==> src/rtl/board_seeder.sv <==
// rtl/board_seeder.sv - fills the Game of Life board with random cells from a 32-bit PRNG
module board_seeder #(
    parameter int ROWS   = 32,
    parameter int COLS   = 32,
    parameter int ADDR_W = 10
) (
    input  logic              clk,
    input  logic              rst_n,
    input  logic              start,
    input  logic              abort,
    input  logic [8:0]        density,
    output logic              busy,
    output logic              done,
    output logic              rand_en,
    input  logic [31:0]       rand_in,
    output logic              wr_valid,
    input  logic              wr_ready,
    output logic [ADDR_W-1:0] wr_addr,
    output logic              wr_data
);

    localparam int CELLS = ROWS * COLS;
    localparam logic [ADDR_W-1:0] LAST_CELL = ADDR_W'(CELLS - 1);

    typedef enum logic [2:0] {
        IDLE,
        DRAW,
        CAPT,
        EMIT,
        FIN
    } state_t;

    state_t            state;
    state_t            state_nxt;
    logic [ADDR_W-1:0] cell_cnt;
    logic [1:0]        lane;
    logic [31:0]       word_buf;
    logic [8:0]        dens_q;
    logic [7:0]        lane_byte;
    logic              cell_alive;
    logic              start_ok;
    logic              wr_fire;

    // Current byte lane of the captured word and its alive decision (9-bit compare so 256 means always alive)
    always_comb begin
        lane_byte  = word_buf[{lane, 3'b000} +: 8];
        cell_alive = ({1'b0, lane_byte} < dens_q);
        start_ok   = (state == IDLE) && start && !abort;
        wr_fire    = (state == EMIT) && wr_ready;
    end

    // State register
    always_ff @(posedge clk or negedge rst_n) begin
        if (!rst_n) begin
            state <= IDLE;
        end else begin
            state <= state_nxt;
        end
    end

    // Next-state logic and outputs; abort overrides everything outside IDLE
    always_comb begin
        state_nxt = state;
        busy      = (state != IDLE);
        done      = (state == FIN);
        rand_en   = (state == DRAW);
        wr_valid  = (state == EMIT);
        wr_addr   = '0;
        wr_data   = 1'b0;
        case (state)
            IDLE: begin
                if (start_ok) begin
                    state_nxt = DRAW;
                end
            end
            DRAW: state_nxt = CAPT;
            CAPT: state_nxt = EMIT;
            EMIT: begin
                wr_addr = cell_cnt;
                wr_data = cell_alive;
                if (wr_ready) begin
                    if (cell_cnt == LAST_CELL) begin
                        state_nxt = FIN;
                    end else if (lane == 2'd3) begin
                        state_nxt = DRAW;
                    end
                end
            end
            FIN:     state_nxt = IDLE;
            default: state_nxt = IDLE;
        endcase
        if (abort && (state != IDLE)) begin
            state_nxt = IDLE;
        end
    end

    // Datapath: density latch, word capture, lane and cell counters
    always_ff @(posedge clk or negedge rst_n) begin
        if (!rst_n) begin
            cell_cnt <= '0;
            lane     <= 2'd0;
            word_buf <= 32'd0;
            dens_q   <= 9'd0;
        end else begin
            if (start_ok) begin
                dens_q   <= density;
                cell_cnt <= '0;
            end
            if (state == CAPT) begin
                word_buf <= rand_in;
                lane     <= 2'd0;
            end
            if (wr_fire) begin
                cell_cnt <= cell_cnt + ADDR_W'(1);
                lane     <= lane + 2'd1;
            end
        end
    end

endmodule

==> config.mk <==
export PLATFORM = sky130hd
export DESIGN_NAME = board_seeder
export DESIGN_NICKNAME = d
export VERILOG_FILES = /design/src/rtl/board_seeder.sv
export SDC_FILE = /design/constraint.sdc
export NUM_CORES = 1
export LEC_CHECK = 0
export ABC_AREA = 1
export ABC_CLOCK_PERIOD_IN_PS = 2850
export CAP_MARGIN = 20
export CORE_MARGIN = 5
export CORE_UTILIZATION = 50
export CTS_BUF_LIST = sky130_fd_sc_hd__clkbuf_16
export DETAILED_ROUTE_END_ITERATION = 10
export GPL_TIMING_DRIVEN = 0
export PLACE_DENSITY = 0.86
export SYNTH_ARGS = -nofsm -noshare
export SYNTH_HDL_FRONTEND = slang
export SYNTH_SLANG_ARGS = --single-unit
==> constraint.sdc <==
create_clock -name clk -period 2.85 [get_ports clk]
set_clock_uncertainty 0.1 [all_clocks]
set_input_delay 0.285 -clock clk [delete_from_list [all_inputs] [get_ports clk]]
set_output_delay 0.285 -clock clk [all_outputs]
set_load 0.05 [all_outputs]
Yosys cells after proc, flatten, opt, wreduce, memory -nomap -nowiden
Cells that the tools add are included.
Word-level totals
  flip-flop bits (word level): 56
  input port bits: 46
  output and inout port bits: 15
Cells by class
  add/sub/neg operators: 2
  order comparisons: 1
  eq/ne operators: 9
  shift operators: 1
  multiplexer cells: 12
  reduce and logical (&&, ||, !) cells: 10
Operator list (count)
  32-bit by 6-bit indexed part select with 8-bit output: 1
  10-bit 2-to-1 mux: 3
  3-bit 2-to-1 mux: 5
  3-bit case mux with 4 select lines: 1
  10-bit by 1-bit adder with 10-bit output, second input constant: 1
  10-bit == test, second input constant: 1
  8-bit by 9-bit < comparator with 1-bit output: 1
  3-bit by 2-bit == test with 1-bit output, second input constant: 2
  1-bit logical AND: 4
  2-bit 2-to-1 mux: 2
  4-bit by 1-bit inequality test with 1-bit output, second input constant: 1
  2-bit nonzero test: 2
  3-bit by 1-bit == test with 1-bit output, second input constant: 1
  3-bit == test, second input constant: 1
  3-bit zero test: 1
  3-bit by 1-bit inequality test with 1-bit output, second input constant: 1
  3-bit by 2-bit inequality test with 1-bit output, second input constant: 1
  3-bit AND reduction: 1
  3-bit nonzero test: 1
  2-bit by 1-bit adder with 2-bit output, second input constant: 1
  2-bit == test, second input constant: 1
  1-bit zero test: 1
  1-bit 2-to-1 mux: 1

Logic depth before layout (Yosys ltp)
  depth after elaboration: 6
  depth in mapped cells: 11
  mapped depth without buffers: 9

Worst setup path after synthesis
No wires, ideal clock.
  path type: register to output
  from: register lane[0]
  to: output wr_data
  arrival time: 2.311 ns
  required time: 2.465 ns
  setup slack: 0.154 ns
  cell stages (with the launch flop): 12
  buffers on the path: 2
  cells stage by stage: dfrtp_1 > clkbuf_1 > inv_1 > buf_2 > o21ai_0 > o22ai_1 > ha_1 > a21oi_1 > nor2_1 > nor2_1 > nand2_1 > nor2_1
Between the ends
  longest elaborated chain between the ends: 3
RTL lines
  start, declared: line 36  | logic [1:0] lane;
  start signal, assigned: line 115  | lane <= lane + 2'd1;
  32-bit by 6-bit indexed part select with 8-bit output: line 46  | lane_byte = word_buf[{lane, 3'b000} +: 8];
  8-bit by 9-bit < comparator with 1-bit output: line 47  | cell_alive = ({1'b0, lane_byte} < dens_q);
  1-bit 2-to-1 mux: line 70  | case (state)
  end, declared: line 19  | output logic wr_data
No other way between the ends.

Worst setup path in the final report
Ends and elaborated chain as after synthesis.

==> flow_metrics.tcl <==
set metrics [dict create \
    status "complete, no violations" \
    fin_ws_ns 0.134 \
    clock_tree_from_tritoncts "done" \
    finish.cell_count_without_fillers 444 \
    cp_num_buf_inv 3 \
    max_slew_margin_pct 66.7 \
    cpMaxStageDelayCell "dfrtp_2" \
    antenna_violations_before_repair 0 \
    min_period_ns 2.72 \
    hold_class "in2async" \
    detailedPlacementHpwl_mm 4.99 \
    slowest_delay_ns 0.47 \
    criticalPathCategory "reg2out" \
    synth_nets 355 \
    layout_commonest_cell "clkdlybuf4s50_1" \
    start_kind "flop" \
    max-clock-path-buffers 2 \
    numPortBuffers 60 \
    gp_congestion 0.779 \
    timing.final.setup_violations 0 \
    postSynthCellCount 300 \
    dp_cells 436 \
    detail_route.first_pass.iterations 4 \
    initialDrtViolationCount 118 \
    groute.usage.overall_pct 18.6 \
    cp_cell_sequence "inv_4, buf_6, o21ai_0, o22ai_1, ha_1, a21oi_1, nor2_1, nor2_1, nand2_1, nor2_2, buf_6" \
    r2r.worst_path.cells 8 \
    path_delay_family "flip-flops" \
    layout_common_cells "clkdlybuf4s50_1, dfrtp_1, nand2_1" \
    htreeDepth 2 \
    p_leak_nw 1.78 \
    utilization_pct 65.7 \
    route.antenna.remaining_nets 0 \
    final-max-slew-violation-count 0 \
    route.vias.total 2286 \
    crit_required_ns 2.47 \
    clkLatencyLatePin_ns 0.29 \
    ioPinCount 61 \
    route.detailed.wl_per_inst_um 15.3 \
    worst-r2r-setup-slack_ns 1.29 \
    netSwitchingPower_mw 1.54 \
    synth_sequential_area_ratio_pct 47.3 \
    worst_setup_ep_type "output pin" \
    design.die.area_mm2 0.00756 \
    remaining_overflow_grt 0 \
    power_density_mw_per_mm2 1040 \
    power.ir.vdd_worst_mv 0.619 \
    timing.rr.end "state[0]$_DFFE_PN0P_" \
    max_cap_violations 0 \
    wire_length_of_the_first_global_routing_pass_mm 11.0 \
    mappedNetlistArea_mm2 0.00296 \
    postSynthAreaPerCell_um2 9.87 \
    cp.arrival_ns 2.33 \
    power.switching_fraction_pct 38.5 \
    unrepaired_setup_endpoints_after_global_routing "false" \
    worst_setup_hold_path_clk_slew_ns 0.07 \
    drt-total-wl_mm 6.81 \
    power.internal_mw 2.46 \
    ctsRootBufferMaster "clkbuf_16" \
    avgViaCountPerCell 5.15 \
    grt_pass1_vias 2360 \
    post-route-drc-count 0 \
    clock_sink_count 56 \
    hold_violations_final 0 \
    core-area_mm2 0.00585 \
    yosys_synthesis_warning_count 0 \
    critical_path.reg2reg.startpoint "cell_cnt[1]$_DFFE_PN0P_" \
    tritoncts.num_buffers 5 \
    fmax_mhz 368 \
    grt_max_degree 42 \
    sequentialPowerShare_pct 34.8 \
    chipWidth_um 87.0 \
    final_layout_size_suffix_gt1_share_pct 19.0 \
    worstPathMaxFanout 10 \
    final_design_area_no_fill_mm2 0.00385 \
    initial_core_util_pct 50.6 \
    total_power_mw 4.00 \
    design.final.nets 426 \
    synth.ff_latch_count 56 \
    min_period_over_period_pct 95.3 \
    placementRows 28 \
    detailed_place.area_mm2 0.00367 \
    clockPowerShare_pct 14.2 \
    area_growth_syn_to_layout_pct 29.9 \
    num_antenna_cells 0 \
    p_comb_share_pct 51.0 \
    placement.setup.worst_slack_ns -0.528 \
    netlist-cell-type-count 28 \
    max_slew.worst_pin.slew_ns 0.497 \
    die_h_um 87.0 \
]
sequential cells by signal, summed over array words and instances, names as in the netlist:
signal,cells
state,3
cell_cnt,10
word_buf,32
lane,2
dens_q,9
final cells by class:
type / instances / area, um^2
timing repair buffer: 65 / 649
fill: 458 / 2000
multi-input combinational: 205 / 1370
buffer: 9 / 91.3
clock buffer: 5 / 125
sequential: 56 / 1400
tap: 75 / 93.8
inverter: 29 / 113
power by group through the flow:
stage / combinational, mW / clock [mW] / sequential [mW]
global placement: 1.89 / 0 / 1.36
CTS: 1.99 / 0.572 / 1.38
global route: 2.23 / 0.600 / 1.43
detailed placement: 1.98 / 0 / 1.38
finish: 2.04 / 0.570 / 1.39
floorplan: 1.54 / 0 / 1.30
cell families after synthesis:
logic type	synth area share, %
flip-flops	47.3
adder cells (fa/ha/maj)	3.80
AND/OR/NAND/NOR	16.9
buffers and inverters	6.63
XOR/XNOR	0.296
AO/OA/AOI/OAI	9.34
multiplexers	15.7
cell usage after synthesis (all sizes together):
master	number	area (um^2)
dfrtp	56	1400
o22ai	10	62.6
nand3	12	60.1
nor2	39	175
nor4	1	6.26
buf	9	82.6
a21oi	6	30.0
nand2	54	228
o21ai	36	184
ha	9	113
nand4	1	6.26
inv	28	105
nor3	4	25.0
clkinv	1	5.00
mux2	32	465
clkbuf	1	3.75
xor2	1	8.76
worst reg2reg max path: cells and delay by family (launching register included):
kind / cells / cell delay [ns]
AO/OA/AOI/OAI: 1 / 0.07
adder cells (fa/ha/maj): 1 / 0.17
flip-flops: 1 / 0.38
AND/OR/NAND/NOR: 6 / 0.72
stage by stage:
step                      setup TNS (ns)  hold WS (ns)
after floorplan                        0        -0.111
after global placement            -13.25         0.378
after detailed placement          -0.528         0.119
after CTS                              0         0.347
after global routing                   0         0.389
final                                  0         0.342
routing by layer:
| layer | GRT usage (%) | part of all wire [%] | up-vias |
|---|---|---|---|
| met5 | 0 | 0 | - |
| met4 | 4.82 | 2.2 | 0 |
| li1 | - | - | 1132 |
| met3 | 3.50 | 4.8 | 13 |
| met1 | 23.0 | 42 | 1081 |
| met2 | 33.3 | 51 | 60 |
how the worst max path moves through the flow:
| stage | from | end | cells past startpoint |
|---|---|---|---|
| final | lane[0]$_DFFE_PN0P_ | wr_data | 11 |
| after global routing | lane[0]$_DFFE_PN0P_ | wr_data | 11 |
| after CTS | lane[0]$_DFFE_PN0P_ | wr_data | 11 |
| after detailed placement | lane[0]$_DFFE_PN0P_ | wr_data | 12 |
| after global placement | lane[0]$_DFFE_PN0P_ | wr_data | 12 |
| after floorplan | lane[0]$_DFFE_PN0P_ | wr_data | 11 |
repair_timing:
action	4_1_cts	5_1_grt
setup buffers	0	3
setup endpoints to repair	1	1
resized for setup	9	10
pin swaps	0	2
endpoints found under the hold margin	15	0
hold buffers	1	0
Power figures use the tool's default switching activity.
